--- src/rtl/regbank_wr_arbiter.sv ---
// ---------------------------------------------------------------------------
// regbank_wr_arbiter
//
// Round-robin write arbiter and sequencer for a small bank of enable-gated
// registers. NUM_REQ requesters share the bank. Each transaction takes three
// cycles:
//   IDLE  -> pick a winner, capture its address/data, raise its grant
//   GRANT -> enable exactly one register (or none if the address is out of
//            range), bump the commit counter
//   ACK   -> raise the winner's acknowledge (and err_o for a bad address)
// A combinational read port exposes any bank entry at all times.
//
// Ports
//   clk_i      rising-edge clock
//   rst_i      asynchronous, active-high reset
//   req_i      per-requester write request (level, held until ack)
//   addr_i     packed addresses, requester k at [k*ADDR_W +: ADDR_W]
//   data_i     packed write data, requester k at [k*SIZE +: SIZE]
//   gnt_o      registered one-hot grant, high during GRANT
//   ack_o      registered one-hot acknowledge, high during ACK
//   err_o      high during ACK when the write addressed a register >= NUM_REGS
//   busy_o     high whenever the sequencer is not IDLE
//   rd_addr_i  read address
//   rd_data_o  bank[rd_addr_i], or 0 when rd_addr_i >= NUM_REGS
//   wr_cnt_o   number of committed (non-errored) writes, wraps at 16 bits
// ---------------------------------------------------------------------------
module regbank_wr_arbiter #(
  parameter int NUM_REQ  = 4,
  parameter int SIZE     = 8,
  parameter int NUM_REGS = 4,
  parameter int ADDR_W   = 2
) (
  input  logic                      clk_i,
  input  logic                      rst_i,
  input  logic [NUM_REQ-1:0]        req_i,
  input  logic [NUM_REQ*ADDR_W-1:0] addr_i,
  input  logic [NUM_REQ*SIZE-1:0]   data_i,
  output logic [NUM_REQ-1:0]        gnt_o,
  output logic [NUM_REQ-1:0]        ack_o,
  output logic                      err_o,
  output logic                      busy_o,
  input  logic [ADDR_W-1:0]         rd_addr_i,
  output logic [SIZE-1:0]           rd_data_o,
  output logic [15:0]               wr_cnt_o
);

  localparam int PTR_W = (NUM_REQ > 1) ? $clog2(NUM_REQ) : 1;

  typedef logic [PTR_W-1:0]   ptr_t;
  typedef logic [NUM_REQ-1:0] req_t;
  typedef logic [ADDR_W-1:0]  addr_t;
  typedef logic [SIZE-1:0]    data_t;

  typedef enum logic [1:0] {
    IDLE  = 2'd0,
    GRANT = 2'd1,
    ACK   = 2'd2
  } state_e;

  typedef struct packed {
    logic found;
    ptr_t idx;
  } win_t;

  // -------------------------------------------------------------------------
  // State
  // -------------------------------------------------------------------------
  state_e        state_q,     state_d;
  ptr_t          ptr_q,       ptr_d;
  addr_t         held_addr_q, held_addr_d;
  data_t         held_data_q, held_data_d;
  req_t          gnt_q,       gnt_d;
  req_t          ack_q,       ack_d;
  logic          err_q,       err_d;
  logic [15:0]   wr_cnt_q,    wr_cnt_d;
  data_t         bank_q [NUM_REGS];
  data_t         bank_d [NUM_REGS];

  win_t                win;
  logic                addr_ok;
  logic [NUM_REGS-1:0] wr_en;

  // -------------------------------------------------------------------------
  // Round-robin search: first set request at or above ptr, wrapping around.
  // -------------------------------------------------------------------------
  function automatic win_t pick_winner(input req_t req, input ptr_t ptr);
    win_t res;
    int   cand;
    res = '0;
    for (int i = 0; i < NUM_REQ; i++) begin
      cand = (int'(ptr) + i) % NUM_REQ;
      if (!res.found && req[cand]) begin
        res.found = 1'b1;
        res.idx   = ptr_t'(cand);
      end
    end
    return res;
  endfunction

  assign win     = pick_winner(req_i, ptr_q);
  assign addr_ok = (int'(held_addr_q) < NUM_REGS);

  // One enable per register; an out-of-range held address matches none.
  always_comb begin
    for (int r = 0; r < NUM_REGS; r++) begin
      wr_en[r] = (state_q == GRANT) && (held_addr_q == addr_t'(r));
    end
  end

  always_comb begin
    for (int r = 0; r < NUM_REGS; r++) begin
      bank_d[r] = wr_en[r] ? held_data_q : bank_q[r];
    end
  end

  // -------------------------------------------------------------------------
  // Next-state / output logic
  // -------------------------------------------------------------------------
  // NOTE: every signal gets a default before the case so no path leaves a
  // variable unassigned, which would otherwise infer a latch.
  always_comb begin
    state_d     = state_q;
    ptr_d       = ptr_q;
    held_addr_d = held_addr_q;
    held_data_d = held_data_q;
    gnt_d       = '0;
    ack_d       = '0;
    err_d       = 1'b0;
    wr_cnt_d    = wr_cnt_q;

    unique case (state_q)
      IDLE: begin
        if (win.found) begin
          state_d     = GRANT;
          held_addr_d = addr_i[win.idx*ADDR_W +: ADDR_W];
          held_data_d = data_i[win.idx*SIZE +: SIZE];
          gnt_d       = req_t'(1) << win.idx;
          ptr_d       = ptr_t'((int'(win.idx) + 1) % NUM_REQ);
        end
      end

      GRANT: begin
        // The register itself commits through wr_en at this same edge.
        state_d = ACK;
        ack_d   = gnt_q;
        err_d   = !addr_ok;
        if (addr_ok) begin
          wr_cnt_d = wr_cnt_q + 16'd1;
        end
      end

      ACK: begin
        state_d = IDLE;
      end

      default: begin
        state_d = IDLE;
      end
    endcase
  end

  // -------------------------------------------------------------------------
  // Registers
  // -------------------------------------------------------------------------
  // NOTE: sequential state uses non-blocking assignments so every flop
  // samples the pre-edge value of the others, independent of statement order.
  always_ff @(posedge clk_i or posedge rst_i) begin
    if (rst_i) begin
      state_q     <= IDLE;
      ptr_q       <= '0;
      held_addr_q <= '0;
      held_data_q <= '0;
      gnt_q       <= '0;
      ack_q       <= '0;
      err_q       <= 1'b0;
      wr_cnt_q    <= '0;
    end else begin
      state_q     <= state_d;
      ptr_q       <= ptr_d;
      held_addr_q <= held_addr_d;
      held_data_q <= held_data_d;
      gnt_q       <= gnt_d;
      ack_q       <= ack_d;
      err_q       <= err_d;
      wr_cnt_q    <= wr_cnt_d;
    end
  end

  // NOTE: the bank is a handful of flops that must read back as zero after
  // reset, so it is reset like any other register rather than left as RAM.
  always_ff @(posedge clk_i or posedge rst_i) begin
    if (rst_i) begin
      for (int r = 0; r < NUM_REGS; r++) begin
        bank_q[r] <= '0;
      end
    end else begin
      for (int r = 0; r < NUM_REGS; r++) begin
        bank_q[r] <= bank_d[r];
      end
    end
  end

  // -------------------------------------------------------------------------
  // Read port: decoded mux, unmatched addresses read as zero.
  // -------------------------------------------------------------------------
  always_comb begin
    rd_data_o = '0;
    for (int r = 0; r < NUM_REGS; r++) begin
      if (rd_addr_i == addr_t'(r)) begin
        rd_data_o = bank_q[r];
      end
    end
  end

  assign gnt_o    = gnt_q;
  assign ack_o    = ack_q;
  assign err_o    = err_q;
  assign busy_o   = (state_q != IDLE);
  assign wr_cnt_o = wr_cnt_q;

endmodule

--- config.mk ---
export PLATFORM = sky130hd
export DESIGN_NAME = regbank_wr_arbiter
export DESIGN_NICKNAME = d
export VERILOG_FILES = /design/src/rtl/regbank_wr_arbiter.sv
export SDC_FILE = /design/constraint.sdc
export NUM_CORES = 1
export LEC_CHECK = 0
export BUFFER_PORTS_ARGS = -buffer_cell sky130_fd_sc_hd__buf_2
export CORE_ASPECT_RATIO = 1.5
export CORE_MARGIN = 3
export CORE_UTILIZATION = 53
export CTS_CLUSTER_SIZE = 28
export DETAILED_ROUTE_END_ITERATION = 16
export PLACE_DENSITY = 0.8
export RECOVER_POWER = 50
export SLEW_MARGIN = 20
export SYNTH_ARGS = -nofsm -noshare
export SYNTH_HDL_FRONTEND = slang
export SYNTH_SLANG_ARGS = --single-unit
--- constraint.sdc ---
create_clock -name clk_i -period 2.3 [get_ports clk_i]
set_clock_uncertainty 0.05 [all_clocks]
set_input_delay 0.115 -clock clk_i [delete_from_list [all_inputs] [get_ports clk_i]]
set_output_delay 0.115 -clock clk_i [all_outputs]
set_load 0.05 [all_outputs]
Word-level counts from Yosys, hierarchy flattened
Index checks and enable logic that the tools add are counted.
- flip-flop bits (word level): 70
- output and inout bits: 34
- word-level logic and storage cells: 76
- $add $sub $neg: 5
- order comparisons: 4
- equal/unequal tests: 8
- shifts and indexed selects: 3
- muxes and demuxes: 24
- bitwise logic cells: 3
- reduce and logical (&&, ||, !) cells: 18
- operators by type and width (operator ; number):
    two-way mux 8 bit ; 4
    variable part select 32 x 6 -> 8 bit ; 1
    adder 16 x 1 -> 16 bit (second input constant) ; 1
    < comparator 3 x 4 -> 1 bit (second input constant) ; 3
    two-way mux 3 bit ; 4
    two-way mux 4 bit ; 3
    binary-select mux 1 bit (select 2 bit) ; 4
    equality test 2 bit (second input constant) ; 4
    variable part select 8 x 4 -> 2 bit ; 1
    logical AND 1 bit ; 7
    two-way mux 1 bit ; 7
    equality test 2 x 1 -> 1 bit (second input constant) ; 3
    logical NOT 2 bit ; 3
    OR reduction 2 bit ; 3
    adder 2 x 1 -> 2 bit (second input constant) ; 2
    adder 2 bit (second input constant) ; 2
    case mux 2 bit (2 select lines) ; 1
    << shifter 1 x 2 -> 4 bit (first input constant) ; 1
    bitwise AND 1 bit (first input constant) ; 3
    logical NOT 1 bit ; 3
    < comparator 2 x 3 -> 1 bit (second input constant) ; 1
    two-way mux 2 bit ; 1
    != test 2 bit (second input constant) ; 1
    AND reduction 2 bit ; 1
    nonzero test 2 bit ; 1

Logic depth before layout (Yosys ltp)
Gate-level depths: netlist of run 1.
- depth after elaboration: 17
- depth in mapped cells: 6
- mapped depth without buffers: 5

Worst setup path after synthesis of run 1
No wires, ideal clock.
- kind: flip-flop to flip-flop
- start point: reg wr_cnt_q[2], in the netlist wr_cnt_o[2]
- end point: reg wr_cnt_q[9], in the netlist wr_cnt_o[9]
- library setup time: 0.141 ns
- arrival: 1.669 ns
- setup slack: 0.440 ns
- stages on the path, launching flop included: 7
- period minus slack after synthesis: 1.860 ns
- cells stage by stage: dfrtp_1 > and2_1 > and4_1 > and4_1 > clkbuf_1 > nand3_1 > xnor2_1
- longest elaborated chain between the ends: 1
- RTL lines (what ; RTL line ; source):
    from (decl) ; 75 ; logic [15:0] wr_cnt_q, wr_cnt_d;
    from (signal assigned) ; 185 ; wr_cnt_q <= wr_cnt_d;
    adder 16 x 1 -> 16 bit ; 148 ; wr_cnt_d = wr_cnt_q + 16'd1;
Every way passes these cells.
A chain may end at the register's enable or synchronous reset.

Worst setup path in the final report of run 1
- start point: reg state_q[1]
- end point: reg wr_cnt_q[13], in the netlist wr_cnt_o[13]
- longest elaborated chain between the ends: 1
- RTL lines (what ; RTL line ; source):
    from (decl) ; 68 ; state_e state_q, state_d;
    from (signal assigned) ; 178 ; state_q <= state_d;
    equality test 2 x 1 -> 1 bit ; 131 ; unique case (state_q)
Every way passes these cells.

==> results of run 1 <==
==> flip-flops by register name, indices dropped and copies added, names as in the netlist <==
| register | cells |
|---|---|
| ptr_q | 2 |
| gnt_o | 4 |
| held_data_q | 8 |
| held_addr_q | 2 |
| state_q | 2 |
| wr_cnt_o | 16 |
| ack_o | 4 |
| bank_q | 32 |
==> worst max-delay path, cell delays in order (launching register included) <==
cell and delay, ps:
dfrtp_1 370, nor2b_1 270, buf_4 230, and4_1 230, and4_1 320, nand3_1 120
xnor2_1 140
==> kinds of logic (layout without fill, tap and decap cells) <==
| family | after synthesis | after routing |
|---|---|---|
| xor gates and xnor gates | 16 | 16 |
| adders and majority gates | 1 | 1 |
| and+or+nand+nor | 62 | 62 |
| muxes | 61 | 61 |
| other | 1 | 1 |
| DFF | 70 | 70 |
| AOI/OAI and AO/OA | 17 | 17 |
| buffers and inverters | 14 | 106 |
==> synth_stat cells (2+ instances only) <==
master    count  share of area
mux2_2       33           0.11
buf_2         4         0.0061
inv_1         2         0.0023
nand2_1      21          0.024
dfrtp_1      70           0.53
and4_1        2         0.0053
buf_6         2         0.0069
nor2_1        9          0.010
o21ai_1       2         0.0031
nor2b_1       4         0.0076
nand3_1       7          0.011
clkbuf_1      4         0.0046
o221ai_2     10          0.046
and3_1        4         0.0076
xor2_1        3         0.0080
mux2i_1      20          0.061
mux4_2        8          0.055
and2_1        5         0.0095
xnor2_1      13          0.035
==> layout make-up <==
cell class                      instances  share of cell area
Inverter                                3            0.002874
Timing Repair Buffer                   87              0.1073
Tap cell                               72             0.02300
Clock inverter                          6             0.01597
Clock buffer                           10             0.03258
Sequential cell                        70              0.4471
Multi-Input combinational cell        158              0.3711
==> path summary, 6_finish.rpt <==
check / startpoint / endpoint / slack, ps / cells past startpoint
max in group asynchronous: rst_i / held_data_q[4] / 550 / 4
worst max register to register: state_q[1] / wr_cnt_o[13] / 450 / 6
worst max-delay path: state_q[1] / wr_cnt_o[13] / 450 / 6
worst min-delay path: data_i[26] / held_data_q[2] / 50 / 3
min in group asynchronous: rst_i / wr_cnt_o[3] / 520 / 3
worst min register to register: wr_cnt_o[15] / wr_cnt_o[15] / 420 / 1
==> per-layer routing <==
metal / global-route usage / vias to the layer above
met2: 0.3423 / 58
met5: 0 / -
li1: - / 1045
met1: 0.2428 / 1071
met3: 0.04035 / 10
met4: 0.08112 / 0
==> through the flow <==
stage / util / instance area [um^2] / cells / worst slack (ps) / hold WS [ps]
finish: 0.6625 / 3918 / 406 / 449.8 / 52.39
global route: 0.6625 / 3918 / 406 / 270.4 / 70.19
CTS: 0.6684 / 3953 / 406 / 429.7 / 39.68
detailed placement: 0.6346 / 3752 / 389 / 461.2 / 150.1
global placement: 0.6346 / 3752 / 389 / 536.5 / 141.2
floorplan: - / 3276 / 242 / 366.8 / 297.2
==> timing repair <==
| item | CTS | global route |
|---|---|---|
| hold buffers | 1 | 0 |
| setup buffers | 0 | 0 |
| resized for setup | 0 | 0 |
| hold endpoints to repair | 26 | 0 |
==> report_power, final <==
group | switching [uW] | internal (uW)
logic | 1340 | 917
registers | 346 | 1700
clock network | 450 | 497
==> impl_metrics.toml, run 1 <==
[cts]
cts_tree = "built"
cts_buffers = 9
clock_sinks = 70
cts_buffer_depth = 2
path_clk_slew_ps = 70
clk_latency_ps = 340
clockRootBuffer = "clkbuf_8"
htree_levels = 3

[yosys]
synth_fp_nets = 291
ys_warn_count = 0
syn_inst = 242
synth_enable_flop_cells = 0
syn-mean-instance-area_um2 = 13.54
synth-compound-area-share = 0.06608
synth_cell_types = 38
synth_area_um2 = 3276
synth_flop_cell = "dfrtp_1"
synth_fa_ha_area_frac = 0.003820
synth_seq_area_share = 0.5348
synth-xor-area-share = 0.04278
synth_seq_cells = 70
synthMuxAreaShare = 0.2296
async_reset_ff_frac = 1.000
synth_top_family_by_area = "multiplexers"
synth-simple-area-share = 0.09855

[placement]
io_buffers = 80
gp_congestion = 0.7100
place_hpwl_um = 4647

[routing]
dr.pass1.iters = 4
top_layer_used = "met4"
avgViaCountPerCell = 5.379
drt-initial-drc-count = 78
ant_nets = 0
detail_route.wl_per_cell_um = 15.37
drc = 0
via_count = 2184
wl_met3_um = 311
routed_wl_um = 6242
route.met2.wl_um = 3356
wl_met1_um = 2477

[power_and_ir_drop]
power_density_nw_per_um2 = 1339
power_uw = 5244
p_leak_uw = 0.001844
ir_drop_mv = 1.022

[sta]
setup_violations = 0
min_period_ps = 1850
fin_setup_tns_ps = 0
finalCritPeriodShare = 0.8044
slew_viol_final = 0
finalHoldViolCount = 0
slew_headroom = 0.3387
fmax_mhz = 540.5
rsz0062_at_grt = "false"
worstMarginPinSlew_ps = 990.8

[global_routing]
antenna_found_initial = 0
overflow = 0
grt_pass1_wl_um = 11050
grt_pass1_vias = 2254
grt_max_degree = 29
track_usage = 0.1976

[layout]
layout_commonest_cell = "dfrtp_1"
layout-drive-gt1-share = 0.4042
finish.net_count = 378
regArea_um2 = 1752
syn_to_final_growth_pct = 19.60
final_cell_mix = "dfrtp_1 (70), buf_2 (56), mux2_2 (33), clkbuf_1 (25), nand2_1 (21)"
antennaDiodeCount = 0
fillerInstances = 468
multi_input_area_um2 = 1454

[critical_path]
critPathCaptureType = "register"
required_ps = 2470
crit_fanout = 10
critPathArrivalTime_ps = 2020
timing_worst_setup_path_type = "register to register"
crit_path_start_kind = "register"

[outcome]
status = "finished clean"

[die]
die_h_um = 102.3
pin_count = 82
start_util = 0.5540
core_area_um2 = 5913
dieWidth_um = 70.19
dieArea_um2 = 7179
rows = 34

[flow_run]
cap_viol_max_count = 0

[hold_path]
hold_class = "primary input to register"
No activity file was read; power rests on OpenSTA's default activity.
==> run 2: changes to the inputs <==
ABC_AREA = 1   (was default)
CORE_UTILIZATION = 54   (was 53)
clock period = 1.8 ns   (was 2.3 ns; I/O delays follow)
==> run 2 against run 1 <==
  * The flow now finishes with violations (setup timing)
  * Synthesized cell count is 96% higher
  * Critical path depth rose by 6
  * Sequential power up 26%
  * First-iteration DRC count grew to 2.7 times the previous value
  * Sequential share of layout area is 8.1 points lower
  * Combinational power increased to 2.7 times the previous value
  * Sequential cell count unchanged
  * Design area rose by 23%
  * Worst setup slack got worse by 660 ps
  * Non-clock buffer count is 25 higher
  * Synthesized area up 10%
  * Routed wire length increased by 43%
  * Largest power group unchanged
==> impl_metrics.toml, run 2 <==
[sta]
setup_violations = 16
slew_viol_final = 0
fin_ws_ps = -210.9
finalHoldViolCount = 0
slew_headroom = 0.1683
fmax_mhz = 497.3
rsz0062_at_grt = "true"
worstMarginPinSlew_ps = 1241
min_period_ps = 2011
finalCritPeriodShare = 1.117

[yosys]
synth.area.top_cells = "dfrtp_1 (49%), nand2_1 (19%), nand3_1 (6.4%), inv_1 (5.5%), o21ai_0 (4.7%)"
synthMuxAreaShare = 0
synth-xor-area-share = 0.03402
synth_seq_area_share = 0.4859
async_reset_ff_frac = 1.000
ys_warn_count = 0
synth.most_common_cell = "nand2_1"
synth_cell_types = 29
synth_fa_ha_area_frac = 0.003471
synth_common_cells = "nand2_1 (181), dfrtp_1 (70), inv_1 (53)"
synth-compound-area-share = 0.06838
synth_enable_flop_cells = 0
synth_top_family_by_area = "simple AND/OR/NAND/NOR gates"
syn-mean-instance-area_um2 = 7.605
synth_area_um2 = 3605
synth_top_area_share = 0.4859
synth_flop_cell = "dfrtp_1"
synth_seq_cells = 70
synth_fp_nets = 523
yosysTopAreaCell = "dfrtp_1"
synth-simple-area-share = 0.3183
syn_inst = 474

[die]
core_area_um2 = 6306
dieWidth_um = 72.71
pin_count = 82
die_h_um = 106.1
dieArea_um2 = 7712
start_util = 0.5716
rows = 35

[routing]
drc = 0
ant_nets = 0
via_count = 3482
avgViaCountPerCell = 5.276
detail_route.wl_per_cell_um = 13.53
routed_wl_um = 8933
dr.pass1.iters = 5
drt-initial-drc-count = 209

[hold_path]
hold_class = "primary input to register"

[cts]
htree_levels = 3
cts_tree = "built"
clock_sinks = 70
path_clk_slew_ps = 70
clk_latency_ps = 340
clockRootBuffer = "clkbuf_8"
cts_buffers = 9
cts_buffer_depth = 2

[critical_path]
cp_num_buf_inv = 2
cp_top_family = "simple AND/OR/NAND/NOR gates"
crit_path_start_kind = "register"
critPathSlowestCell = "dfrtp_2"
crit_chain = "clkinvlp_4, nand2_2, nand2_4, nand2_2, nand2_2, nor2_4, nand2_1, or2_1, nand2_2, inv_4, nand2_1, o21ai_0"
timing_worst_setup_path_type = "register to register"
path_common_cell = "nand2_2"
critPathMaxStageDelay_ps = 470
critPathCaptureType = "register"
crit_fanout = 14
required_ps = 1960
critPathArrivalTime_ps = 2170

[layout]
fillerInstances = 464
layout_commonest_cell = "nand2_1"
antennaDiodeCount = 0
finish.net_count = 631
final_cell_mix = "nand2_1 (164), buf_2 (73), dfrtp_1 (66), inv_1 (51), o21ai_0 (33)"
layout-drive-gt1-share = 0.3106
syn_to_final_growth_pct = 33.25
largest-register = "bank_q"
largest_reg_flops = 32
design_area_um2 = 4803

[power_and_ir_drop]
ir_drop_mv = 1.729
p_leak_uw = 0.002615
power_density_nw_per_um2 = 2017
p_sw_uw = 4699
clock_power_share = 0.116
power_uw = 9687
seqPwrFrac = 0.267
pwr-share-comb = 0.617
switching_share = 0.4851
internal_power_uw = 4988

[outcome]
failed_checks = "setup timing"
status = "finished with violations"

[global_routing]
grt_pass1_wl_um = 13300
overflow = 0
grt_max_degree = 43
grt_pass1_vias = 3139
track_usage = 0.2143
antenna_found_initial = 0

[placement]
place_hpwl_um = 5640
gp_congestion = 0.9125
io_buffers = 80
dpl-instance-area_um2 = 4203

[flow_run]
cap_viol_max_count = 0
## run 2: cell type report
cell class	count	area, um^2	share of cell area
multi-input cells	331	1799	0.3746
clock inverters	3	20.02	0.004168
repair buffers	112	747.0	0.1555
repair inverters	1	7.507	0.001563
inverters	57	225.2	0.04689
clock buffers	12	155.1	0.03230
well taps	74	92.59	0.01928
flip-flops and latches	70	1757	0.3657
## run 2: cell families after synthesis
family | after synthesis
compound gates | 45
xor+xnor | 14
fa+ha+maj | 1
buf+inv | 74
flops | 70
other cells | 1
simple gates | 269
## run 2: metrics by stage
step	setup TNS, ps	utilization	std cells	hold WS, ps	setup slack, ps
2_1_floorplan	-168.5	-	474	209.4	-168.5
3_3_place_gp	-608.1	0.6665	630	154.3	-92.86
3_5_place_dp	-1689	0.6665	630	158.3	-145.0
4_1_cts	-459.3	0.7028	646	57.31	-55.44
5_1_grt	-6357	0.7617	660	74.27	-352.0
6_report	-2431	0.7617	660	77.62	-210.9
## run 2: worst reg2reg max path: stages (launching register included)
cell,delay [ps]
dfrtp_2,470
clkinvlp_4,160
nand2_2,100
nand2_4,80
nand2_2,60
nand2_2,70
nor2_4,160
nand2_1,100
or2_1,230
nand2_2,90
inv_4,80
nand2_1,90
o21ai_0,110
## run 2: worst paths after layout
kind | start | to | slack, ps | cells after the start
worst max-delay path | ptr_q[0] | ptr_q[0] | -210 | 12
worst min-delay path | data_i[18] | held_data_q[2] | 80 | 7
worst max register to register | ptr_q[0] | ptr_q[0] | -210 | 12
worst min register to register | wr_cnt_o[15] | wr_cnt_o[15] | 430 | 1
max in group asynchronous | rst_i | bank_q[3] | 310 | 4
min in group asynchronous | rst_i | wr_cnt_o[3] | 500 | 3
## run 2: per-layer routing
metal,track usage,vias to the layer above,wire [um]
li1,-,1705,-
met1,0.2432,1605,3423
met2,0.3702,142,4741
met3,0.05393,30,516
met4,0.09631,0,251
met5,0,-,0
## run 2: power by group through the flow
stage | combinational, uW | sequential (uW) | clock (uW)
floorplan | 3200 | 2800 | 0
global placement | 4470 | 2530 | 0
detailed placement | 4550 | 2550 | 0
CTS | 4720 | 2540 | 1140
global route | 6510 | 2660 | 1230
finish | 5980 | 2580 | 1120
## run 2: timing repair
item                                    4_1_cts  5_1_grt
pin swaps                                     1       28
setup buffers                                 0        9
hold buffers                                  1        0
gates cloned                                  0        5
endpoints found under the setup margin       17       20
gates resized for setup                      15       57
hold endpoints to repair                     28        0
==> run 3: changes to the inputs <==
clock period = 1.9 ns   (was 1.8 ns; I/O delays follow)
==> run 3 against run 2 <==
  * The run still ends with setup timing left
  * Cell count fell by 0.30%
  * Utilization fell by 1.6 points
  * Design area fell by 2.2%
  * Worst setup slack improved by 140 ps
  * Critical path type unchanged
  * Critical endpoint is now held_addr_q[1]
  * Largest power group unchanged
==> impl_metrics.toml, run 3 (synthesis results as in run 2) <==
[die]
rows = 35
die_h_um = 106.1
pin_count = 82
dieWidth_um = 72.71
dieArea_um2 = 7712
start_util = 0.5716
core_area_um2 = 6306

[sta]
slew_headroom = 0.1899
finalHoldViolCount = 0
rsz0062_at_grt = "true"
setup_violations = 12
finalCritPeriodShare = 1.040
fmax_mhz = 506.3
timing.hold.ws_ps = 86.50
worstMarginPinSlew_ps = 1208
fin_ws_ps = -75.25
min_period_ps = 1975
slew_viol_final = 0

[critical_path]
path_common_cell = "nand2_1"
crit_fanout = 6
critPathSlowestCell = "dfrtp_2"
reg2reg_from = "ptr_q[0]"
critPathMaxStageDelay_ps = 460
crit_chain = "inv_4, nand2_1, nand3_1, nand2_1, a21oi_2, nand2_2, buf_4, nand2_4, nand2_1, nand3_1, nand2_1, nand2_1, nand2_1"
timing_worst_setup_path_type = "register to register"
crit_start = "ptr_q[0]"
critPathArrivalTime_ps = 2150
crit_path_start_kind = "register"
required_ps = 2070
critPathCaptureType = "register"

[routing]
wl_met3_um = 439
via_count = 3486
dr.pass1.iters = 7
detail_route.wl_per_cell_um = 13.52
route.met2.wl_um = 4807
ant_nets = 0
drc = 0
top_layer_used = "met4"
routed_wl_um = 8896
drt-initial-drc-count = 266
avgViaCountPerCell = 5.298
wl_met1_um = 3405

[layout]
final_cell_mix = "nand2_1 (162), buf_2 (73), dfrtp_1 (66), inv_1 (52), nand3_1 (43)"
fin_cells = 658
largest-register = "bank_q"
layout-drive-gt1-share = 0.2860
finish.net_count = 628
antennaDiodeCount = 0
largest_reg_flops = 32
syn_to_final_growth_pct = 30.37
fillerInstances = 463
layout_commonest_cell = "nand2_1"

[global_routing]
grt_pass1_vias = 3207
grt_pass1_wl_um = 14250
antenna_found_initial = 0
track_usage = 0.2307
overflow = 0
grt_max_degree = 43

[placement]
place_hpwl_um = 5593
io_buffers = 80
gp_congestion = 0.8938
placedCellCount = 623

[power_and_ir_drop]
ir_drop_mv = 1.417
power_density_nw_per_um2 = 1944
power_uw = 9137
p_leak_uw = 0.002597

[cts]
htree_levels = 3
cts_buffer_depth = 2
cts_tree = "built"
clk_latency_ps = 330
cts_buffers = 9
clockRootBuffer = "clkbuf_8"
clock_sinks = 70
path_clk_slew_ps = 70

[flow_run]
cap_viol_max_count = 0

[outcome]
status = "finished with violations"
failed_checks = "setup timing"

[hold_path]
hold_class = "primary input to register"
hp-start = "data_i[19]"
-- run 3: changes by cell type in the layout (fill, tap and decap cells not counted), sizes merged --
cell	before	now
clkinvlp	4	1
buf	101	98
clkinv	1	3
bufbuf	0	1
clkbuf	22	19
bufinv	0	2
nand2	186	188
-- run 3: timing repair --
item,4_1_cts,5_1_grt
buffers inserted,6,6
hold endpoints to repair,28,0
hold buffers,1,0
setup endpoints to repair,15,18
pin swaps,2,14
resized for setup,22,32
cloned,3,3
-- run 3: path summary, 6_finish.rpt --
path	to	slack [ps]	cells after the start
hold / removal	held_data_q[3]	90	7
min in group asynchronous	wr_cnt_o[14]	490	3
hold reg to reg	wr_cnt_o[15]	430	1
setup / recovery	held_addr_q[1]	-80	13
setup reg to reg	held_addr_q[1]	-80	13
max in group asynchronous	bank_q[8]	240	4
-- run 3: report_power, final --
part | leakage (uW) | internal [uW] | total, uW | switching [uW]
combinational | 0.00158 | 2010 | 5420 | 3410
sequential | 0.000904 | 2050 | 2410 | 358
clock | 0.000113 | 778 | 1310 | 535
total | 0.00260 | 4830 | 9140 | 4300
-- run 3: area by class of cell --
type                    count  area, um^2  area share
flip-flops and latches     70        1757      0.3738
clock buffers              11       141.4     0.03009
repair buffers            108       701.9      0.1494
inverters                  57       222.7     0.04739
clock inverters             5       82.58     0.01757
well taps                  74       92.59     0.01970
multi-input cells         333        1702      0.3621
-- run 3: per-layer routing --
metal,vias to the layer above,track usage
met5,-,0
met4,0,0.09103
met3,31,0.04447
met2,137,0.4089
met1,1617,0.2668
li1,1701,-
-- run 3: stage by stage --
stage	TNS [ps]	setup slack [ps]	util	instance area (um^2)
after floorplan	-68.49	-68.49	-	3611
after global placement	0	14.94	0.6542	4125
after detailed placement	-542.4	-81.06	0.6542	4125
after CTS	-1.260	-0.9182	0.7228	4558
after global routing	-2381	-175.5	0.7452	4700
final	-505.8	-75.25	0.7452	4700
-- run 3: critical path, delay by kind of cell (launching register included) --
family          cells  cell delay, ps
compound gates      1             180
buf+inv             2             310
flops               1             460
simple gates       10             840
